<file path="config.mk">
export PLATFORM = sky130hd
export DESIGN_NAME = tl_arb2
export DESIGN_NICKNAME = d
export VERILOG_FILES = /design/src/rtl/tl_arb2.sv
export SDC_FILE = /design/constraint.sdc
export NUM_CORES = 1
export LEC_CHECK = 0
export ABC_AREA = 1
export BUFFER_PORTS_ARGS = -buffer_cell sky130_fd_sc_hd__buf_4
export CORE_AREA = 2 2 408 410
export DETAILED_ROUTE_END_ITERATION = 8
export DIE_AREA = 0 0 410 412
export SLEW_MARGIN = 40
export SYNTH_ARGS = -nofsm -noshare
export SYNTH_HDL_FRONTEND = slang
export SYNTH_SLANG_ARGS = --single-unit
export TNS_END_PERCENT = 1
</file>
<file path="constraint.sdc">
create_clock -name CLK -period 1.9 [get_ports CLK]
set_input_delay 0.095 -clock CLK [delete_from_list [all_inputs] [get_ports CLK]]
set_output_delay 0.095 -clock CLK [all_outputs]
set_load 0.02 [all_outputs]
</file>
<file path="src/rtl/tl_arb2.sv">
`timescale 1ns/1ps
// tl_arb2: round-robin arbiter that shares one TileLink-UL slave between the il1 (m0)
// and dl1 (m1) masters. A grant covers a whole transaction: all A beats, then all D beats.
module tl_arb2 #(
  parameter int AW    = 32,
  parameter int DW    = 128,
  parameter int SW    = 3,
  parameter int MAXSZ = 8
) (
  input  logic              CLK,
  input  logic              RSTn,
  // il1 master
  input  logic              m0_a_valid,
  output logic              m0_a_ready,
  input  logic [2:0]        m0_a_opcode,
  input  logic [2:0]        m0_a_param,
  input  logic [7:0]        m0_a_size,
  input  logic [SW-1:0]     m0_a_source,
  input  logic [AW-1:0]     m0_a_address,
  input  logic [DW/8-1:0]   m0_a_mask,
  input  logic [DW-1:0]     m0_a_data,
  input  logic              m0_a_corrupt,
  output logic              m0_d_valid,
  input  logic              m0_d_ready,
  output logic [2:0]        m0_d_opcode,
  output logic [1:0]        m0_d_param,
  output logic [7:0]        m0_d_size,
  output logic [SW-1:0]     m0_d_source,
  output logic [SW-1:0]     m0_d_sink,
  output logic              m0_d_denied,
  output logic [DW-1:0]     m0_d_data,
  output logic              m0_d_corrupt,
  // dl1 master
  input  logic              m1_a_valid,
  output logic              m1_a_ready,
  input  logic [2:0]        m1_a_opcode,
  input  logic [2:0]        m1_a_param,
  input  logic [7:0]        m1_a_size,
  input  logic [SW-1:0]     m1_a_source,
  input  logic [AW-1:0]     m1_a_address,
  input  logic [DW/8-1:0]   m1_a_mask,
  input  logic [DW-1:0]     m1_a_data,
  input  logic              m1_a_corrupt,
  output logic              m1_d_valid,
  input  logic              m1_d_ready,
  output logic [2:0]        m1_d_opcode,
  output logic [1:0]        m1_d_param,
  output logic [7:0]        m1_d_size,
  output logic [SW-1:0]     m1_d_source,
  output logic [SW-1:0]     m1_d_sink,
  output logic              m1_d_denied,
  output logic [DW-1:0]     m1_d_data,
  output logic              m1_d_corrupt,
  // shared slave
  output logic              s_a_valid,
  input  logic              s_a_ready,
  output logic [2:0]        s_a_opcode,
  output logic [2:0]        s_a_param,
  output logic [7:0]        s_a_size,
  output logic [SW-1:0]     s_a_source,
  output logic [AW-1:0]     s_a_address,
  output logic [DW/8-1:0]   s_a_mask,
  output logic [DW-1:0]     s_a_data,
  output logic              s_a_corrupt,
  input  logic              s_d_valid,
  output logic              s_d_ready,
  input  logic [2:0]        s_d_opcode,
  input  logic [1:0]        s_d_param,
  input  logic [7:0]        s_d_size,
  input  logic [SW-1:0]     s_d_source,
  input  logic [SW-1:0]     s_d_sink,
  input  logic              s_d_denied,
  input  logic [DW-1:0]     s_d_data,
  input  logic              s_d_corrupt
);

  typedef enum logic [1:0] {IDLE, ABEAT, DBEAT} state_e;

  localparam logic [2:0] OP_PUT_FULL = 3'd0;
  localparam logic [2:0] OP_PUT_PART = 3'd1;
  localparam logic [2:0] OP_GET      = 3'd4;

  state_e     r_state;
  logic       r_gnt;
  logic       r_last;
  logic       r_is_get;
  logic [4:0] r_cnt;

  logic       w_in_a;
  logic       w_in_d;
  logic       w_pick;
  logic       w_a_fire;
  logic       w_d_fire;
  logic       w_req_put;
  logic [2:0] w_req_op;
  logic [7:0] w_req_size;

  // Beats needed to move 2^size bytes over a 16-byte bus; oversized requests are clamped.
  function automatic logic [4:0] f_beats(input logic [7:0] size);
    logic [7:0] v_sz;
    v_sz = (size > 8'(MAXSZ)) ? 8'(MAXSZ) : size;
    if (v_sz <= 8'd4) return 5'd1;
    return 5'd1 << (v_sz - 8'd4);
  endfunction

  assign w_in_a = (r_state == ABEAT);
  assign w_in_d = (r_state == DBEAT);

  // On a tie the master not served last wins; r_last resets to 1 so m0 wins the first tie.
  assign w_pick     = (m0_a_valid && m1_a_valid) ? ~r_last : m1_a_valid;
  assign w_req_op   = w_pick ? m1_a_opcode : m0_a_opcode;
  assign w_req_size = w_pick ? m1_a_size   : m0_a_size;
  assign w_req_put  = (w_req_op == OP_PUT_FULL) || (w_req_op == OP_PUT_PART);

  assign s_a_valid   = w_in_a && (r_gnt ? m1_a_valid : m0_a_valid);
  assign m0_a_ready  = w_in_a && !r_gnt && s_a_ready;
  assign m1_a_ready  = w_in_a &&  r_gnt && s_a_ready;
  assign s_a_opcode  = r_gnt ? m1_a_opcode  : m0_a_opcode;
  assign s_a_param   = r_gnt ? m1_a_param   : m0_a_param;
  assign s_a_size    = r_gnt ? m1_a_size    : m0_a_size;
  assign s_a_source  = r_gnt ? m1_a_source  : m0_a_source;
  assign s_a_address = r_gnt ? m1_a_address : m0_a_address;
  assign s_a_mask    = r_gnt ? m1_a_mask    : m0_a_mask;
  assign s_a_data    = r_gnt ? m1_a_data    : m0_a_data;
  assign s_a_corrupt = r_gnt ? m1_a_corrupt : m0_a_corrupt;

  // D payload is broadcast; only the valid is steered, so a stalled beat simply waits.
  assign m0_d_valid  = w_in_d && !r_gnt && s_d_valid;
  assign m1_d_valid  = w_in_d &&  r_gnt && s_d_valid;
  assign s_d_ready   = w_in_d && (r_gnt ? m1_d_ready : m0_d_ready);

  assign m0_d_opcode  = s_d_opcode;
  assign m0_d_param   = s_d_param;
  assign m0_d_size    = s_d_size;
  assign m0_d_source  = s_d_source;
  assign m0_d_sink    = s_d_sink;
  assign m0_d_denied  = s_d_denied;
  assign m0_d_data    = s_d_data;
  assign m0_d_corrupt = s_d_corrupt;
  assign m1_d_opcode  = s_d_opcode;
  assign m1_d_param   = s_d_param;
  assign m1_d_size    = s_d_size;
  assign m1_d_source  = s_d_source;
  assign m1_d_sink    = s_d_sink;
  assign m1_d_denied  = s_d_denied;
  assign m1_d_data    = s_d_data;
  assign m1_d_corrupt = s_d_corrupt;

  assign w_a_fire = s_a_valid && s_a_ready;
  assign w_d_fire = s_d_valid && s_d_ready;

  // NOTE: state registers use non-blocking assignments so every register samples pre-edge values.
  always_ff @(posedge CLK or negedge RSTn) begin
    if (!RSTn) begin
      r_state  <= IDLE;
      r_gnt    <= 1'b0;
      r_last   <= 1'b1;
      r_is_get <= 1'b0;
      r_cnt    <= 5'd0;
    end else begin
      case (r_state)
        IDLE: begin
          if (m0_a_valid || m1_a_valid) begin
            r_gnt    <= w_pick;
            r_last   <= w_pick;
            r_is_get <= (w_req_op == OP_GET);
            r_cnt    <= w_req_put ? f_beats(w_req_size) : 5'd1;
            r_state  <= ABEAT;
          end
        end
        ABEAT: begin
          if (w_a_fire) begin
            if (r_cnt == 5'd1) begin
              // The final A beat still carries the request size, so the Get burst length comes from it.
              r_cnt   <= r_is_get ? f_beats(s_a_size) : 5'd1;
              r_state <= DBEAT;
            end else begin
              r_cnt <= r_cnt - 5'd1;
            end
          end
        end
        DBEAT: begin
          if (w_d_fire) begin
            r_cnt <= r_cnt - 5'd1;
            if (r_cnt == 5'd1) r_state <= IDLE;
          end
        end
        default: r_state <= IDLE;
      endcase
    end
  end

endmodule

</file>
==> results of run 1 <==
[sequential cells by signal, indices dropped and copies added (netlist names)]
| name | count |
|---|---|
| r_state | 2 |
| r_gnt | 1 |
| r_cnt | 5 |
| r_last | 1 |
| r_is_get | 1 |
[per-layer routing]
metal | wire length, um | part of all wire | vias to the layer above
li1 | - | - | 3782
met1 | 33700 | 0.28 | 3796
met2 | 58700 | 0.49 | 962
met3 | 21600 | 0.18 | 223
met4 | 3860 | 0.032 | 82
met5 | 1090 | 0.0092 | -
[final timing paths]
check	from	end	slack (ps)	depth (start not counted)
worst min-delay path	s_d_corrupt	m1_d_corrupt	190	0
max in group asynchronous	RSTn	r_last	1400	2
worst max-delay path	r_gnt	r_cnt[4]	-240	14
worst min register to register	r_state[1]	r_state[1]	520	2
worst max register to register	r_gnt	r_cnt[4]	-240	14
min in group asynchronous	RSTn	r_state[1]	270	2
[synth_stat cells]
master / count
nand3_2: 2
buf_2: 3
dfrtp_1: 9
inv_2: 3
o31ai_1: 1
nor2_4: 3
nand2_4: 5
ha_1: 9
dfstp_2: 1
nand3_4: 1
nor3_1: 5
o211ai_1: 1
nand4_1: 4
o21a_1: 1
o21ai_2: 4
nand2_2: 4
buf_6: 4
o21ai_0: 10
buf_1: 5
clkinv_1: 1
nor2_1: 20
inv_1: 48
o21ai_1: 5
nand2_1: 630
nand3b_1: 1
nor2_8: 1
xor2_1: 3
and2_1: 1
nor2_2: 4
or2_2: 1
a21oi_2: 5
nand3_1: 19
buf_4: 298
a21oi_1: 5
clkbuf_1: 33
a31oi_1: 1
inv_4: 1
[area by class of cell]
class | count | area (um^2)
clock buffer | 4 | 88.8
sequential | 10 | 255
timing repair buffer | 650 | 5140
fill | 19500 | 152000
antenna | 15 | 37.5
multi-input combinational | 746 | 3290
inverter | 53 | 210
tap | 2189 | 2740
[per-stage QoR]
step | setup WS [ps] | TNS, ps | area (um^2) | power (mW) | utilization
after floorplan | -117 | -525 | 6110 | 7.41 | -
after global placement | -221 | -1770 | 11400 | 16.2 | 0.0692
after detailed placement | -302 | -2440 | 11400 | 16.3 | 0.0692
after CTS | -222 | -13750 | 11700 | 17.2 | 0.0710
after global routing | -391 | -17150 | 11700 | 17.6 | 0.0715
final | -242 | -5350 | 11800 | 16.5 | 0.0716
[cells by family after synthesis]
kind of cell | share of synthesized area
buffers and inverters | 0.437
AND/OR/NAND/NOR | 0.464
flip-flops | 0.0416
adder cells (fa/ha/maj) | 0.0186
XOR/XNOR | 0.00435
AO/OA/AOI/OAI | 0.0344
[where the power goes]
part           total [mW]  switching (mW)  internal (mW)
clock               0.435           0.117          0.318
combinational        15.6            10.7           4.89
sequential          0.461           0.122          0.339
total                16.5            11.0           5.54
[timing repair]
action,in CTS,in global routing
buffers inserted,4,0
pin swaps,17,0
hold buffers,1,0
gates resized for setup,46,19
endpoints found under the setup margin,183,171
endpoints found under the hold margin,10,0
==> impl_metrics.csv, run 1 <==
group,metric,value,unit
setup_path,max_stage_delay,520,ps
synthesis,syn_inst,1152,
finish,final_cell_mix,"nand2_1, buf_4, inv_1",
finish,fin_cells,3667,
grt,grt_usage,0.133,
synthesis,syn-mean-instance-area,5.24,um^2
placed_design,portBuffers,595,
clock_network,path_clk_slew,40,ps
setup_path,cp_max_fo,6,
synthesis,synth_cell_types,37,
grt,met3_usage,0.114,
floorplanning,die_area,0.169,mm^2
synthesis,synth_area_leader_cell,"nand2_1",
sta,fin_crit,2140,ps
grt,antenna_found_initial,87,
sta,max_freq,467,MHz
sta,setup_slack,-242,ps
drt,drc,0,
finish,syn_to_final_growth,94.7,%
grt,grt_start_max_net_pins,60,
sta,hold_slack,190,ps
sta,slew_headroom,0.783,
placed_design,placed_cells,3643,
status,violations,"setup timing",
setup_path,endpoint_kind,"flop",
sta,finalSetupViolations,82,
sta,hold_viol,0,
flow_run,maxCapViolCount,0,
setup_path,cpMostUsedCell,"nand2_1",
clock_network,clockBufferDepth,2,
placed_design,hpwl,113,mm
floorplanning,row_count,149,
setup_path,critical_path_required,2080,ps
floorplanning,core_area,0.164,mm^2
status,outcome,"finished with violations",
setup_path,crit_family,"simple AND/OR/NAND/NOR gates",
grt,grt_use_met2,0.236,
drt,wl_per_cell,32.4,um
sta,drv_slew,0,
power,vdd_ir_drop_max,0.000672,V
floorplanning,die_h,412,um
clock_network,worstSkewPairLatency,240,ps
synthesis,synth_fp_nets,1706,
setup_path,worstPathArrival,2320,ps
grt,grt_pass1_vias,8204,
synthesis,ys_seq_elements,10,
grt,busiest_layer,"met2",
floorplanning,start_util,0.0368,
sta,fin_skew,2.24,ps
drt,drtAntennaViolNets,0,
sta,tightest_slew,324,ps
min_path,hp-class,"in -> out",
power,power_density,1410,mW/mm^2
synthesis,seq_area_frac_synth,0.0416,
clock_network,numCtsBuffers,3,
setup_path,crit_slowest_cell,"dfrtp_4",
floorplanning,die_width,410,um
grt,use_met1,0.109,
synthesis,synth_top_area_frac,0.391,
finish,drive_gt1_frac,0.493,
drt,drtIter0Drc,558,
grt,overflow,0,
clock_network,clock-sinks,10,
setup_path,path_cells,"buf_6, buf_4, nand2_2, o21ai_4, nor2_4, inv_2, ha_4, nor3_4, o21ai_2, nor2_2, nand4_1, nand2_1, nand3_1, nand2_1",
finish,nNetsFinal,2018,
clock_network,htree_levels,1,
drt,drt_wl_total,119,mm
placed_design,gp_congestion,0.843,
clock_network,root_buffer,"clkbuf_16",
setup_path,critPathLaunchType,"flop",
synthesis,ys_warn_count,0,
setup_path,cp_num_buf_inv,3,
drt,vias,8845,
setup_path,crit_type,"reg -> reg",
drt,dr.pass1.iters,5,
clock_network,cts_tree,"built",
sta,period_share,1.13,
sta,rsz0062_at_grt,"yes",
finish,final_common_cell,"nand2_1",
synthesis,synth_area_leaders,"nand2_1, buf_4, dfrtp_1",
grt,grt_first_pass_wirelength,134,mm
synthesis,synthesis.area,0.00604,mm^2
floorplanning,pin_count,1043,
power,leakagePower,5.81,nW
drt,vias_per_cell,2.41,
No activity file was read; power rests on OpenSTA's default activity.
==> run 2: changes to the inputs <==
--- a/config.mk
+++ b/config.mk
@@ -5,11 +5,11 @@
 export SDC_FILE = /design/constraint.sdc
 export NUM_CORES = 1
 export LEC_CHECK = 0
-export ABC_AREA = 1
 export BUFFER_PORTS_ARGS = -buffer_cell sky130_fd_sc_hd__buf_4
-export CORE_AREA = 2 2 408 410
+export CORE_AREA = 2 2 404 406
 export DETAILED_ROUTE_END_ITERATION = 8
-export DIE_AREA = 0 0 410 412
+export DIE_AREA = 0 0 406 408
+export SKIP_LAST_GASP = 1
 export SLEW_MARGIN = 40
 export SYNTH_ARGS = -nofsm -noshare
 export SYNTH_HDL_FRONTEND = slang
==> run 2 against run 1 <==
Against the previous run: sequential power down 5.2%; clock power down 3%; highest routed layer unchanged; the run still ends with setup timing left; global-route usage up 0.60 points; routed wire length up 1.7%; combinational power down 19%; first-iteration DRC count down 20%; total power down 19%; non-clock buffer count unchanged.
==> impl_metrics.csv, run 2 <==
group,metric,value,unit
synthesis,ys_warn_count,0,
synthesis,seq_area_frac_synth,0.0442,
clock_network,clock-sinks,10,
synthesis,synth_cell_types,51,
floorplanning,die_width,406,um
setup_path,critical_path_required,2040,ps
clock_network,numCtsBuffers,3,
grt,grt_start_max_net_pins,39,
synthesis,ys_seq_elements,10,
synthesis,synth_ff_type,"dfrtp_1",
clock_network,clockBufferDepth,2,
drt,vias_per_cell,2.18,
sta,finalSetupViolations,126,
sta,tightest_slew,512,ps
finish,drive_gt1_frac,0.887,
clock_network,root_buffer,"clkbuf_16",
setup_path,worstPathArrival,2380,ps
clock_network,path_clk_slew,50,ps
floorplanning,start_util,0.0352,
clock_network,worstSkewPairLatency,240,ps
finish,syn_to_final_growth,101,%
synthesis,synth_common_cells,"buf_4, mux2_2, clkbuf_1, nand2_1, nor2_1",
floorplanning,pin_count,1043,
floorplanning,core_area,0.162,mm^2
grt,grt_usage,0.139,
setup_path,crit_type,"reg -> reg",
sta,drv_slew,0,
power,fin_total_pwr,13.4,mW
synthesis,synth_most_common_cell,"buf_4",
min_path,hp-class,"in -> reg",
synthesis,synthesis.area,0.00569,mm^2
finish,top_regs,"r_cnt x5, r_state x2",
status,violations,"setup timing",
sta,rsz0062_at_grt,"yes",
finish,final_common_cell,"buf_4",
synthesis,synth_edf_count,0,
synthesis,synth_top_area_frac,0.393,
grt,grt_pass1_vias,6576,
sta,fin_skew,6.46,ps
synthesis,synth_fp_nets,1223,
power,leakagePower,4.58,nW
drt,drtIter0Drc,447,
sta,fin_crit,2240,ps
sta,hold_viol,0,
drt,drc,0,
sta,slew_headroom,0.654,
status,outcome,"finished with violations",
finish,largest_register,"r_cnt",
drt,wl_per_cell,37.9,um
finish,fin_cells,3193,
drt,vias,6951,
placed_design,hpwl,115,mm
setup_path,critPathLaunchType,"flop",
synthesis,synth_area_leaders,"buf_4, mux2_2, dfrtp_1",
finish,final_cell_mix,"buf_4, mux2_2, nor2_1",
grt,antenna_found_initial,136,
sta,period_share,1.18,
synthesis,synth_area_leader_cell,"buf_4",
placed_design,placed_cell_area,0.0110,mm^2
synthesis,syn-mean-instance-area,8.51,um^2
setup_path,cp_max_fo,5,
placed_design,placed_cells,3158,
drt,drt_wl_total,121,mm
finish,largest_register_ffs,5,
sta,max_freq,447,MHz
finish,final_util,0.0708,
power,vdd_ir_drop_max,0.000747,V
grt,grt_first_pass_wirelength,134,mm
synthesis,syn_inst,669,
sta,setup_slack,-336,ps
floorplanning,die_h,408,um
power,power_density,1170,mW/mm^2
finish,final_cell_area,0.0115,mm^2
placed_design,portBuffers,595,
flow_run,maxCapViolCount,0,
drt,dr.pass1.iters,4,
finish,nNetsFinal,1553,
grt,overflow,0,
clock_network,htree_levels,1,
setup_path,endpoint_kind,"flop",
floorplanning,row_count,148,
drt,drtAntennaViolNets,0,
synthesis,async_reset_ff_frac,1.00,
sta,hold_slack,174,ps
floorplanning,die_area,0.166,mm^2
clock_network,cts_tree,"built",
placed_design,gp_congestion,0.777,
run 2: cell types whose count changed after synthesis, sizes merged, moves of 4 or more:
cell    previous run  this run
a21oi             10         4
and3               0         4
buf              310       302
clkbuf            33        23
inv               52        14
mux2               0       196
mux2i              0         5
nand2            639        18
nand3             22         3
nor2              28        18
nor2b              0         5
o21ai             19         6
or3                0         5
run 2: metal layers:
layer	GRT usage	vias up	routed length [um]
li1	-	2683	-
met3	0.124	263	22400
met5	0.0243	-	1040
met1	0.103	2937	31900
met2	0.266	972	63500
met4	0.0123	96	2130
run 2: kinds of logic after synthesis:
family,share of synthesized area
AOI/OAI and AO/OA,0.0466
xor gates and xnor gates,0.00154
adders and majority gates,0.0198
buffers and inverters,0.421
DFF,0.0442
muxes,0.397
and+or+nand+nor,0.0704
run 2: layout make-up:
type | count | area [um^2]
fill | 19000 | 150000
timing repair buffer | 650 | 5040
multi-input combinational | 320 | 3240
tap | 2175 | 2720
sequential | 10 | 255
clock buffer | 4 | 88.8
inverter | 14 | 52.6
antenna | 20 | 50.0
run 2: stage by stage:
stage | setup TNS, ps | worst slack, ps
after global placement | -7880 | -315
after detailed placement | -10590 | -438
after floorplan | -2470 | -219
after global routing | -28560 | -431
final | -21670 | -336
after CTS | -23000 | -314
run 2: final timing paths:
check,start,endpoint,slack [ps],depth (start not counted)
hold reg to reg,r_state[0],r_state[0],560,1
max in group asynchronous,RSTn,r_last,1360,2
setup reg to reg,r_gnt,r_cnt[2],-340,11
min in group asynchronous,RSTn,r_cnt[3],310,2
hold / removal,m1_a_valid,r_gnt,170,2
setup / recovery,r_gnt,r_cnt[2],-340,11
run 2: power breakdown:
group	internal, mW	switching, mW	leakage (nW)
Combinational	5.14	7.43	4.41
Sequential	0.328	0.109	0.124
Clock	0.317	0.104	0.0443
Total	5.79	7.65	4.58
run 2: repair_timing:
action	CTS	global route
pin swaps	14	10
resized for setup	29	14
setup buffers	7	0
hold buffers	1	0
endpoints found under the setup margin	131	127
cloned	3	0
hold endpoints to repair	10	0
run 2: critical path, stage by stage, from the launching register on:
cell     delay [ps]
dfrtp_4         500
nor2b_4         140
a22oi_2         250
inv_2            90
buf_4           140
buf_4           130
ha_2            190
o21a_1          160
nor3b_2         180
and4_1          230
nor3_2           60
o41ai_2          60
==> run 3: changes to the inputs <==
--- a/config.mk
+++ b/config.mk
@@ -9,6 +9,7 @@
 export CORE_AREA = 2 2 404 406
 export DETAILED_ROUTE_END_ITERATION = 8
 export DIE_AREA = 0 0 406 408
+export MAX_ROUTING_LAYER = met4
 export SKIP_LAST_GASP = 1
 export SLEW_MARGIN = 40
 export SYNTH_ARGS = -nofsm -noshare
==> constraint.sdc (replaced) <==
create_clock -name CLK -period 1.9 [get_ports CLK]
set_input_delay 0.19 -clock CLK [delete_from_list [all_inputs] [get_ports CLK]]
set_output_delay 0.19 -clock CLK [all_outputs]
set_load 0.02 [all_outputs]
==> run 3 against run 2 <==
Against the previous run: highest routed layer is now met4; register-to-register slack improved by 60 ps; die area did not move; critical path depth did not move; clock skew fell by 5.3 ps; combinational power barely moved; routed wire length rose by 1.2%; sequential power fell by 2%; via count fell by 1.6%; the run still ends with setup timing left; cell area fell by 0.17%; worst hold slack improved by 100 ps.
==> impl_metrics.csv, run 3 (synthesis gave the netlist of run 2 again) <==
group,metric,value,unit
status,outcome,"finished with violations",
status,violations,"setup timing",
grt,grt_pass1_vias,6682,
drt,drtIter0Drc,349,
floorplanning,row_count,148,
finish,nNetsFinal,1544,
finish,final_cell_mix,"buf_4, mux2_2, nand2_1",
power,leakagePower,4.50,nW
flow_run,maxCapViolCount,0,
clock_network,htree_levels,1,
sta,drv_slew,0,
sta,max_freq,459,MHz
clock_network,worstSkewPairLatency,250,ps
clock_network,clockBufferDepth,2,
finish,nFillCells,19000,
clock_network,numCtsBuffers,3,
power,power_density,1170,mW/mm^2
sta,hold_slack,277,ps
min_path,hp-class,"in -> reg",
setup_path,crit_type,"reg -> reg",
setup_path,worstPathArrival,2300,ps
setup_path,critical_path_required,2020,ps
placed_design,portBuffers,595,
finish,final_common_cell,"buf_4",
setup_path,critPathLaunchType,"flop",
finish,regArea,255,um^2
floorplanning,die_width,406,um
sta,hold_viol,0,
sta,fin_crit,2180,ps
drt,vias,6837,
finish,drive_gt1_frac,0.879,
floorplanning,die_area,0.166,mm^2
grt,overflow,0,
placed_design,gp_congestion,0.817,
power,vdd_ir_drop_max,0.000687,V
drt,drtAntennaViolNets,0,
sta,rsz0062_at_grt,"yes",
sta,tightest_slew,404,ps
drt,dr.pass1.iters,4,
clock_network,path_clk_slew,40,ps
finish,top_regs,"r_cnt x5, r_state x2",
drt,vias_per_cell,2.12,
sta,finalSetupViolations,183,
drt,drt_wl_total,122,mm
sta,fin_skew,1.17,ps
finish,largest_register,"r_cnt",
sta,setup_slack,-277,ps
finish,largest_register_ffs,5,
sta,slew_headroom,0.723,
finish,multi_input_area,0.00321,mm^2
sta,period_share,1.15,
floorplanning,core_area,0.162,mm^2
finish,syn_to_final_growth,101,%
drt,wl_per_cell,38.0,um
setup_path,endpoint_kind,"flop",
clock_network,root_buffer,"clkbuf_16",
setup_path,cp_max_fo,5,
drt,drc,0,
clock_network,clock-sinks,10,
floorplanning,pin_count,1043,
grt,grt_usage,0.146,
floorplanning,die_h,408,um
grt,grt_first_pass_wirelength,135,mm
grt,antenna_found_initial,133,
sta,tns,-24050,ps
placed_design,hpwl,116,mm
floorplanning,start_util,0.0352,
grt,grt_start_max_net_pins,42,
clock_network,cts_tree,"built",
-- run 3: per-layer routing --
metal,vias to the layer above,wire length [um],global-route usage
met5,-,0,-
met4,0,2220,0.0131
met3,172,21900,0.115
met2,953,64200,0.269
met1,2975,34200,0.113
li1,2737,-,-
-- run 3: worst max-delay path, cell delays in order (launching register included) --
cell and delay (ps):
dfrtp_4 510, nor2b_4 140, a22oi_2 210, buf_4 160, nor2_4 40, inv_2 70, ha_4 200, nand4_1 150
nor2_1 80, and4_1 210, a211oi_2 170, o41ai_2 100
-- run 3: cell type report --
class	count	share of cell area
multi-input combinational	320	0.280
timing repair buffer	641	0.433
antenna	62	0.0136
tap	2175	0.238
clock buffer	4	0.00777
sequential	10	0.0223
inverter	14	0.00460
-- run 3: repair_timing --
item,in CTS,in global routing
hold buffers,1,0
setup buffers,4,0
endpoints found under the hold margin,9,0
pin swaps,5,6
gates resized for setup,25,9
setup endpoints to repair,196,199
gates cloned,3,0
-- run 3: final timing paths --
kind	from	endpoint	slack, ps	cells after the start
max in group asynchronous	RSTn	r_last	1280	2
min in group asynchronous	RSTn	r_is_get	390	2
min reg2reg	r_state[1]	r_state[1]	550	1
min	m0_a_valid	r_last	280	3
max	r_gnt	r_cnt[3]	-280	11
max reg2reg	r_gnt	r_cnt[3]	-280	11
-- run 3: per-stage QoR --
step / cell area, um^2 / util / setup WS, ps / instances / power [mW]
2_1_floorplan: 5750 / - / -219 / 669 / 6.57
3_3_place_gp: 10900 / 0.0675 / -313 / 3152 / 12.9
3_5_place_dp: 10900 / 0.0675 / -390 / 3152 / 13.0
4_1_cts: 11200 / 0.0695 / -262 / 3164 / 14.1
5_1_grt: 11400 / 0.0706 / -360 / 3220 / 14.1
6_report: 11400 / 0.0707 / -277 / 3226 / 13.3
-- run 3: power breakdown --
group	internal [mW]	leakage (nW)	switching [mW]
Sequential	0.329	0.124	0.0985
Clock	0.319	0.0446	0.121
Combinational	4.96	4.33	7.50
